### config.mk
export PLATFORM = sky130hd
export DESIGN_NAME = apb_slv_regfile_flat
export DESIGN_NICKNAME = d
export VERILOG_FILES = /design/src/rtl/apb_slv_regfile_pkg.sv /design/src/rtl/apb_slv_regfile_if.sv /design/src/rtl/apb_slv_regfile_wait_ctr.sv /design/src/rtl/apb_slv_regfile.sv /design/src/flat_wrapper.sv
export SDC_FILE = /design/constraint.sdc
export NUM_CORES = 2
export LEC_CHECK = 0
export ABC_CLOCK_PERIOD_IN_PS = 40500
export CAP_MARGIN = 20
export CORE_MARGIN = 4
export CORE_UTILIZATION = 25
export DETAILED_ROUTE_END_ITERATION = 8
export HOLD_SLACK_MARGIN = 0.1
export PLACE_DENSITY_LB_ADDON = 0.2
export SLEW_MARGIN = 20
export SYNTH_ARGS = -nofsm -noshare
export SYNTH_HDL_FRONTEND = slang
export SYNTH_HIERARCHICAL = 1
export SYNTH_SLANG_ARGS = --single-unit
### constraint.sdc
create_clock -name pclk -period 40.5 [get_ports pclk]
set_input_delay 4.05 -clock pclk [delete_from_list [all_inputs] [get_ports pclk]]
set_output_delay 4.05 -clock pclk [all_outputs]
set_load 0.01 [all_outputs]
### src/rtl/apb_slv_regfile_pkg.sv
// Shared types and constants for the APB register-file completer.
// Used by apb_slv_regfile and apb_slv_wait_ctr.
package apb_slv_pkg;

    typedef enum logic [1:0] {
        IDLE = 2'd0,
        WAIT = 2'd1,
        DONE = 2'd2
    } apb_slv_state_e;

    localparam int APB_PROT_PRIV_BIT = 0;
    localparam int APB_WAIT_W        = 4;

endpackage

### src/rtl/apb_slv_regfile_if.sv
// APB4 bus bundle between requester (master) and completer (slave).
// pclk/preset travel as plain ports alongside it.
interface apb_slv_regfile_if #(
    parameter int DATA_WIDTH = 32,
    parameter int ADDR_WIDTH = 12
);
    logic                    psel;
    logic                    penable;
    logic                    pwrite;
    logic [DATA_WIDTH/8-1:0] pstrb;
    logic [ADDR_WIDTH-1:0]   paddr;
    logic [DATA_WIDTH-1:0]   pwdata;
    logic [2:0]              pprot;
    logic [DATA_WIDTH-1:0]   prdata;
    logic                    pready;
    logic                    pslverr;

    modport master (
        output psel, penable, pwrite, pstrb, paddr, pwdata, pprot,
        input  prdata, pready, pslverr
    );

    modport slave (
        input  psel, penable, pwrite, pstrb, paddr, pwdata, pprot,
        output prdata, pready, pslverr
    );
endinterface

### src/rtl/apb_slv_regfile_wait_ctr.sv
// Wait-state counter: loads on setup, decrements in WAIT, flags the final cycle.
// last is combinational so a zero load can skip WAIT entirely.
module apb_slv_wait_ctr
    import apb_slv_pkg::*;
#(
    parameter int W = APB_WAIT_W
) (
    input  logic         clk,
    input  logic         rst,
    input  logic         load,
    input  logic [W-1:0] load_val,
    input  logic         dec,
    input  logic         clr,
    output logic         last
);
    logic [W-1:0] cnt_q;
    logic [W-1:0] cnt_d;

    // next count: load wins over clear, clear over decrement; never wraps below zero
    always_comb begin
        cnt_d = cnt_q;
        if (load) begin
            cnt_d = load_val;
        end else if (clr) begin
            cnt_d = {W{1'b0}};
        end else if (dec && (cnt_q != {W{1'b0}})) begin
            cnt_d = cnt_q - W'(1);
        end else begin
            cnt_d = cnt_q;
        end
    end

    // last looks at the incoming value during a load so stale counts cannot leak in
    always_comb begin
        if (load) begin
            last = (load_val == {W{1'b0}});
        end else begin
            last = (cnt_q == W'(1));
        end
    end

    // count register
    always_ff @(posedge clk or posedge rst) begin
        if (rst) begin
            cnt_q <= {W{1'b0}};
        end else begin
            cnt_q <= cnt_d;
        end
    end
endmodule

### src/rtl/apb_slv_regfile.sv
// APB4 completer owning NUM_REGS software registers with byte strobes,
// programmable wait states and error response. Optional privilege check:
// define APB_SLV_REGFILE_PROT_CHECK_EN.
module apb_slv_regfile
    import apb_slv_pkg::*;
#(
    parameter int                    DATA_WIDTH = 32,
    parameter int                    ADDR_WIDTH = 12,
    parameter int                    NUM_REGS   = 16,
    parameter logic [DATA_WIDTH-1:0] RESET_VAL  = '0,
    parameter int                    PRIV_BASE  = NUM_REGS
) (
    input  logic                           pclk,
    input  logic                           preset,
    apb_slv_regfile_if.slave               apb,
    input  logic [APB_WAIT_W-1:0]          wait_cycles,
    output logic [NUM_REGS*DATA_WIDTH-1:0] reg_q
);
    localparam int STRB_W  = DATA_WIDTH / 8;
    localparam int IDX_LSB = $clog2(STRB_W);
    localparam int IDX_W   = ADDR_WIDTH - IDX_LSB;
    localparam int SEL_W   = (NUM_REGS > 1) ? $clog2(NUM_REGS) : 1;

    apb_slv_state_e        state_q, state_d;
    logic [IDX_W-1:0]      idx_q, idx_d;
    logic                  write_q, write_d;
    logic [STRB_W-1:0]     strb_q, strb_d;
    logic [DATA_WIDTH-1:0] wdata_q, wdata_d;
`ifdef APB_SLV_REGFILE_PROT_CHECK_EN
    logic                  priv_q, priv_d;
`endif
    logic                  pready_q, pready_d;
    logic                  pslverr_q, pslverr_d;
    logic [DATA_WIDTH-1:0] prdata_q, prdata_d;
    logic [DATA_WIDTH-1:0] regs_q [NUM_REGS];
    logic [DATA_WIDTH-1:0] regs_d [NUM_REGS];

    logic setup_s;
    logic ctr_load_s, ctr_dec_s, ctr_clr_s, ctr_last_s;
    logic err_nx_s, err_cur_s;

    function automatic logic oob_f(input logic [IDX_W-1:0] idx);
        return (32'(idx) >= 32'(NUM_REGS));
    endfunction

`ifdef APB_SLV_REGFILE_PROT_CHECK_EN
    function automatic logic priv_err_f(input logic [IDX_W-1:0] idx, input logic priv);
        return (32'(idx) >= 32'(PRIV_BASE)) && !priv;
    endfunction
`endif

    assign setup_s = apb.psel & ~apb.penable;

    apb_slv_wait_ctr #(.W(APB_WAIT_W)) u_wait_ctr (
        .clk      (pclk),
        .rst      (preset),
        .load     (ctr_load_s),
        .load_val (wait_cycles),
        .dec      (ctr_dec_s),
        .clr      (ctr_clr_s),
        .last     (ctr_last_s)
    );

    // wait counter control; a deselect in WAIT clears the pending count
    always_comb begin
        ctr_load_s = 1'b0;
        ctr_dec_s  = 1'b0;
        ctr_clr_s  = 1'b0;
        case (state_q)
            IDLE: ctr_load_s = setup_s;
            WAIT: begin
                if (!apb.psel) begin
                    ctr_clr_s = 1'b1;
                end else begin
                    ctr_dec_s = 1'b1;
                end
            end
            default: ctr_load_s = 1'b0;
        endcase
    end

    // next state and setup-phase capture
    always_comb begin
        state_d = state_q;
        idx_d   = idx_q;
        write_d = write_q;
        strb_d  = strb_q;
        wdata_d = wdata_q;
`ifdef APB_SLV_REGFILE_PROT_CHECK_EN
        priv_d  = priv_q;
`endif
        case (state_q)
            IDLE: begin
                if (setup_s) begin
                    idx_d   = apb.paddr[ADDR_WIDTH-1:IDX_LSB];
                    write_d = apb.pwrite;
                    strb_d  = apb.pstrb;
                    wdata_d = apb.pwdata;
`ifdef APB_SLV_REGFILE_PROT_CHECK_EN
                    priv_d  = apb.pprot[APB_PROT_PRIV_BIT];
`endif
                    state_d = ctr_last_s ? DONE : WAIT;
                end else begin
                    state_d = IDLE;
                end
            end
            WAIT: begin
                if (!apb.psel) begin
                    state_d = IDLE;
                end else if (ctr_last_s) begin
                    state_d = DONE;
                end else begin
                    state_d = WAIT;
                end
            end
            DONE:    state_d = IDLE;
            default: state_d = IDLE;
        endcase
    end

    // response is computed on entry to DONE so pready/pslverr/prdata come straight from flops
    always_comb begin
        pready_d  = 1'b0;
        pslverr_d = 1'b0;
        prdata_d  = {DATA_WIDTH{1'b0}};
        err_nx_s  = oob_f(idx_d);
`ifdef APB_SLV_REGFILE_PROT_CHECK_EN
        err_nx_s  = err_nx_s | priv_err_f(idx_d, priv_d);
`endif
        if (state_d == DONE) begin
            pready_d  = 1'b1;
            pslverr_d = err_nx_s;
            if (!write_d && !err_nx_s) begin
                prdata_d = regs_q[idx_d[SEL_W-1:0]];
            end else begin
                prdata_d = {DATA_WIDTH{1'b0}};
            end
        end else begin
            pready_d = 1'b0;
        end
    end

    // strobe merge, committed on the DONE edge of an error-free write
    always_comb begin
        regs_d    = regs_q;
        err_cur_s = oob_f(idx_q);
`ifdef APB_SLV_REGFILE_PROT_CHECK_EN
        err_cur_s = err_cur_s | priv_err_f(idx_q, priv_q);
`endif
        if ((state_q == DONE) && write_q && !err_cur_s) begin
            for (int k = 0; k < STRB_W; k++) begin
                if (strb_q[k]) begin
                    regs_d[idx_q[SEL_W-1:0]][8*k +: 8] = wdata_q[8*k +: 8];
                end else begin
                    regs_d[idx_q[SEL_W-1:0]][8*k +: 8] = regs_q[idx_q[SEL_W-1:0]][8*k +: 8];
                end
            end
        end else begin
            regs_d = regs_q;
        end
    end

    // state, captured request, response and register bank
    always_ff @(posedge pclk or posedge preset) begin
        if (preset) begin
            state_q   <= IDLE;
            idx_q     <= {IDX_W{1'b0}};
            write_q   <= 1'b0;
            strb_q    <= {STRB_W{1'b0}};
            wdata_q   <= {DATA_WIDTH{1'b0}};
`ifdef APB_SLV_REGFILE_PROT_CHECK_EN
            priv_q    <= 1'b0;
`endif
            pready_q  <= 1'b0;
            pslverr_q <= 1'b0;
            prdata_q  <= {DATA_WIDTH{1'b0}};
            for (int i = 0; i < NUM_REGS; i++) begin
                regs_q[i] <= RESET_VAL;
            end
        end else begin
            state_q   <= state_d;
            idx_q     <= idx_d;
            write_q   <= write_d;
            strb_q    <= strb_d;
            wdata_q   <= wdata_d;
`ifdef APB_SLV_REGFILE_PROT_CHECK_EN
            priv_q    <= priv_d;
`endif
            pready_q  <= pready_d;
            pslverr_q <= pslverr_d;
            prdata_q  <= prdata_d;
            regs_q    <= regs_d;
        end
    end

    assign apb.pready  = pready_q;
    assign apb.pslverr = pslverr_q;
    assign apb.prdata  = prdata_q;

    for (genvar i = 0; i < NUM_REGS; i++) begin : g_flat
        assign reg_q[i*DATA_WIDTH +: DATA_WIDTH] = regs_q[i];
    end
endmodule

### src/flat_wrapper.sv
// flat-port wrapper written by rule: the top's interface ports become plain ports
module apb_slv_regfile_flat import apb_slv_pkg::*;
#(
    parameter int                    DATA_WIDTH = 32,
    parameter int                    ADDR_WIDTH = 12,
    parameter int                    NUM_REGS   = 16,
    parameter logic [DATA_WIDTH-1:0] RESET_VAL  = '0,
    parameter int                    PRIV_BASE  = NUM_REGS
)
  (pclk, preset, wait_cycles, reg_q, apb_psel, apb_penable, apb_pwrite, apb_pstrb, apb_paddr, apb_pwdata, apb_pprot, apb_prdata, apb_pready, apb_pslverr);
  apb_slv_regfile_if #(.DATA_WIDTH(DATA_WIDTH), .ADDR_WIDTH(ADDR_WIDTH)) apb_i ();
  input  logic pclk;
  input  logic preset;
  input  logic [APB_WAIT_W-1:0] wait_cycles;
  output logic [NUM_REGS*DATA_WIDTH-1:0] reg_q;
  input wire logic [$bits(apb_i.psel)-1:0] apb_psel;
  input wire logic [$bits(apb_i.penable)-1:0] apb_penable;
  input wire logic [$bits(apb_i.pwrite)-1:0] apb_pwrite;
  input wire logic [$bits(apb_i.pstrb)-1:0] apb_pstrb;
  input wire logic [$bits(apb_i.paddr)-1:0] apb_paddr;
  input wire logic [$bits(apb_i.pwdata)-1:0] apb_pwdata;
  input wire logic [$bits(apb_i.pprot)-1:0] apb_pprot;
  output wire logic [$bits(apb_i.prdata)-1:0] apb_prdata;
  output wire logic [$bits(apb_i.pready)-1:0] apb_pready;
  output wire logic [$bits(apb_i.pslverr)-1:0] apb_pslverr;
  assign apb_i.psel = apb_psel;
  assign apb_i.penable = apb_penable;
  assign apb_i.pwrite = apb_pwrite;
  assign apb_i.pstrb = apb_pstrb;
  assign apb_i.paddr = apb_paddr;
  assign apb_i.pwdata = apb_pwdata;
  assign apb_i.pprot = apb_pprot;
  assign apb_prdata = apb_i.prdata;
  assign apb_pready = apb_i.pready;
  assign apb_pslverr = apb_i.pslverr;
  apb_slv_regfile #(.DATA_WIDTH(DATA_WIDTH), .ADDR_WIDTH(ADDR_WIDTH), .NUM_REGS(NUM_REGS), .RESET_VAL(RESET_VAL), .PRIV_BASE(PRIV_BASE)) u_core (.pclk(pclk), .preset(preset), .apb(apb_i), .wait_cycles(wait_cycles), .reg_q(reg_q));
endmodule
==> impl_results.md <==
* Status: finished, final reports clean
* Setup-failing EPs final at 0
* Compound-cell area share of the yosys netlist at 11.61%
* Post-synth EDFFs at 0
* Initial cell density of the core at between 20% and 30%
* Max-slew headroom at a little under a quarter
* Total I/O pin count at ~610
* CTS-repair resized insts at 0
* DR WL/cell at between 20 and 30 um
* Synth warn at 6
* Via-to-Cell Ratio at 5.070
* # rows at around 130
* Clock root cell: clkbuf_16
* R2r endpoint: u_core/apb.prdata[10]
* Reg clk slew, reported paths at about 0.060 ns
* Number of global-route vias before repair at around 26000
* Critical path arrival at ~8.5 ns
* Vias at 26458
* Max frequency at roughly 0.13 GHz
* Min cycle time layout at ~8 ns
* Largest cells by area after synthesis: dfrtp_1 (50%), mux4_2 (12%), a21oi_1 (9.0%)
* Slowest stage delay, CP at 0.71 ns
* Worst Setup End Kind: register
* Synthesized net count at around 3100
* Buf/Inv on CP at 5
* First-pass GRT wire length at slightly above 200000 um
* Critical path peak fanout at 52
* Hold buffers post-CTS at 0
* XOR/XNOR share of the synthesized area at 0%
* Max clock buf depth at 3
* Most frequent CP cell: buf_4
* Synthesized area at a little over 30000 sq um
* Detailed Route WL at between 100000 and 150000 um
* Layout area overhead at 33.25%
* PwrDens at between 40 and 50 nW/um^2
* Final ANT Viol Nets at 0
* CTS Sinks at between 500 and 600
* Async set-reset flop share out of synthesis at between 90% and 100%
* GP Congestion at between 0.7 and 0.8
* Top delay family on crit path: buffers and inverters
* Die area at ~130000 sq um
* Synth unique cells at between 40 and 50
* Synth Flop Type: dfrtp_1
* GRT Residual Overflow at 0
* Hold endpoint: u_core/idx_q[6]
* Top-area cell type share of the netlist area at roughly 50%
* Syn avg cell area at about 10 sq um
* Final hold viol count at 0
* NumNets Final at between 3000 and 4000
* Top-count cell post-synth: dfrtp_1
* Worst Max-Slew Pin Slew at about 1.2 ns
* VDD IR max at between 20 and 30 uV
* Final Max Tran Viols at 0
* Die height at 355.4 um
* Synth top cells by count: dfrtp_1 (599), a21oi_1 (544), nand2_1 (520)
* P_leak at 16.61 nW
* Setup TNS at 0 ns
* Startpoint Class: primary input
* Reg2reg start: u_core/state_q[0]
* Largest net degree at the start of global routing at ~160
* Hold_sp: u_core/idx_q[6]
* Core Area at 119800 sq um
* Cts bufs inserted at a little under 80
* Die X at about 360 um
* Hpwl dp at about 97000 um
* Gate count after technology mapping at 3069
* Fillcell total at around 12000
* Simple-gate portion of the synthesized area at roughly 18%
* Max H-tree Level at 3
* Register area share after synthesis at between 40% and 50%
* Total power at around 1.9 mW
* Reg2Reg Depth at 9
* Setup CP Type: in2reg
* Worst path slowest cell: buf_4
* Req. time, crit path at around 41 ns
* Register-to-register setup slack at 36.02 ns
* Max-Cap Viols at 0
* Share of layout cells above drive strength 1 at a little under an eighth
* Worst-Skew Late Latency at between 0.6 and 0.7 ns
* Fin Hold WS at slightly below 0.5 ns
* Initial antenna violation count at 3
* Adder-Cell Fraction of Synth Area at less than 1%
* CTS tree: done
* Fin crit share at between 10% and 20%
* Worst Hold Class: reg2reg
* Final Skew at 0.01641 ns
* All-Layer GR Usage at 22.57%
* Main combinational cell family by area after synthesis: simple AND/OR/NAND/NOR gates
* 1st-pass router iterations at 7
* Number of setup buffers added after CTS at 0
* 1st-iter DRT viols at ~2400
* IO Port Bufs at 600
* Cell type with the highest aggregate area in the netlist: dfrtp_1
* Hold Path Stages at 2
* Cells along the critical path: clkdlybuf4s50_1 > or4b_4 > inv_4 > mux2i_4 > buf_4 > buf_4 > buf_4 > mux2i_1 > a221o_1 > o21ai_1
* Unrepaired setup endpoints after global routing: false
* Synth Register Bits at 599
* DRC at 0
* Mux cell area share after synthesis at 16.57%
-- power breakdown --
group	total (mW)	switching [mW]	internal [mW]
Clock	0.709	0.284	0.425
Sequential	0.686	0.0586	0.628
Combinational	0.510	0.351	0.159
-- logic make-up after synthesis --
group                    after synthesis
flip-flops                           599
AO/OA/AOI/OAI                        652
adder cells (fa/ha/maj)                3
buffers and inverters                277
AND/OR/NAND/NOR                     1278
multiplexers                         260
-- worst max path at each step --
stage          startpoint                    end  slack (ns)  depth (start not counted)
3_3_place_gp       preset      u_core/reg_q[411]       31.38                          6
6_report         apb_psel  u_core/apb.prdata[10]       32.53                         10
3_5_place_dp       preset   u_core/apb.prdata[4]       31.41                          6
4_1_cts            preset      u_core/reg_q[317]       32.13                          6
5_1_grt            preset      u_core/reg_q[411]       32.22                          6
2_1_floorplan      preset   u_core/apb.prdata[0]       19.80                          1
-- per-stage QoR --
stage	setup slack, ns	area [sq um]	cells	util, %
finish	32.53	40210	5219	33.56
global route	32.22	40200	5216	33.55
CTS	32.13	40130	5213	33.49
detailed placement	31.41	37540	5072	31.33
global placement	31.38	37520	5071	31.31
floorplan	19.80	30170	3069	-
-- cells in the final DEF (no fill, tap or decap), types with 16 or more instances in the layout --
cell type,count
dfrtp_1,594
clkdlybuf4s50_1,600
a31oi_1,32
nor2_4,16
clkbuf_8,17
mux2i_4,34
nand4_1,32
a221o_1,34
a21oi_1,544
mux2i_1,65
mux4_2,160
buf_4,55
nor2_1,512
clkbuf_16,80
o21ai_1,32
nand2_1,520
clkinv_2,16
nand3_1,162
clkbuf_1,17
-- routing by layer --
layer	global-route usage [%]	share of wire, %
met5	0	0
met4	5.656	2.4
met3	5.694	7.8
met2	35.68	46
met1	30.96	44
-- worst register-to-register path, delay by kind of cell, from the launching register on --
kind	cells	cell delay, ns
compound gates	2	0.51
buf+inv	4	1.93
flops	1	0.42
mux	2	0.96
simple gates	1	0.58
-- cell type report --
type / instances / area [sq um] / share of cell area [%]
antenna: 3 / 7.507 / 0.01867
clock buffer: 114 / 2300 / 5.720
clock inverter: 27 / 289.0 / 0.7189
inverter: 10 / 55.05 / 0.1369
multi-input combinational: 2193 / 13990 / 34.79
sequential: 599 / 15000 / 37.32
tap: 1612 / 2017 / 5.016
timing repair buffer: 661 / 6549 / 16.29
-- state kept, by name (all words and copies together) (netlist names) --
register / count
u_core/strb_q: 4
u_core/state_q: 2
u_core/reg_q: 512
u_core/u_wait_ctr/cnt_q: 4
u_core/write_q: 1
u_core/apb.prdata: 32
u_core/apb.pslverr: 1
u_core/wdata_q: 32
u_core/apb.pready: 1
u_core/idx_q: 10
(Power assumes the default switching activity.)
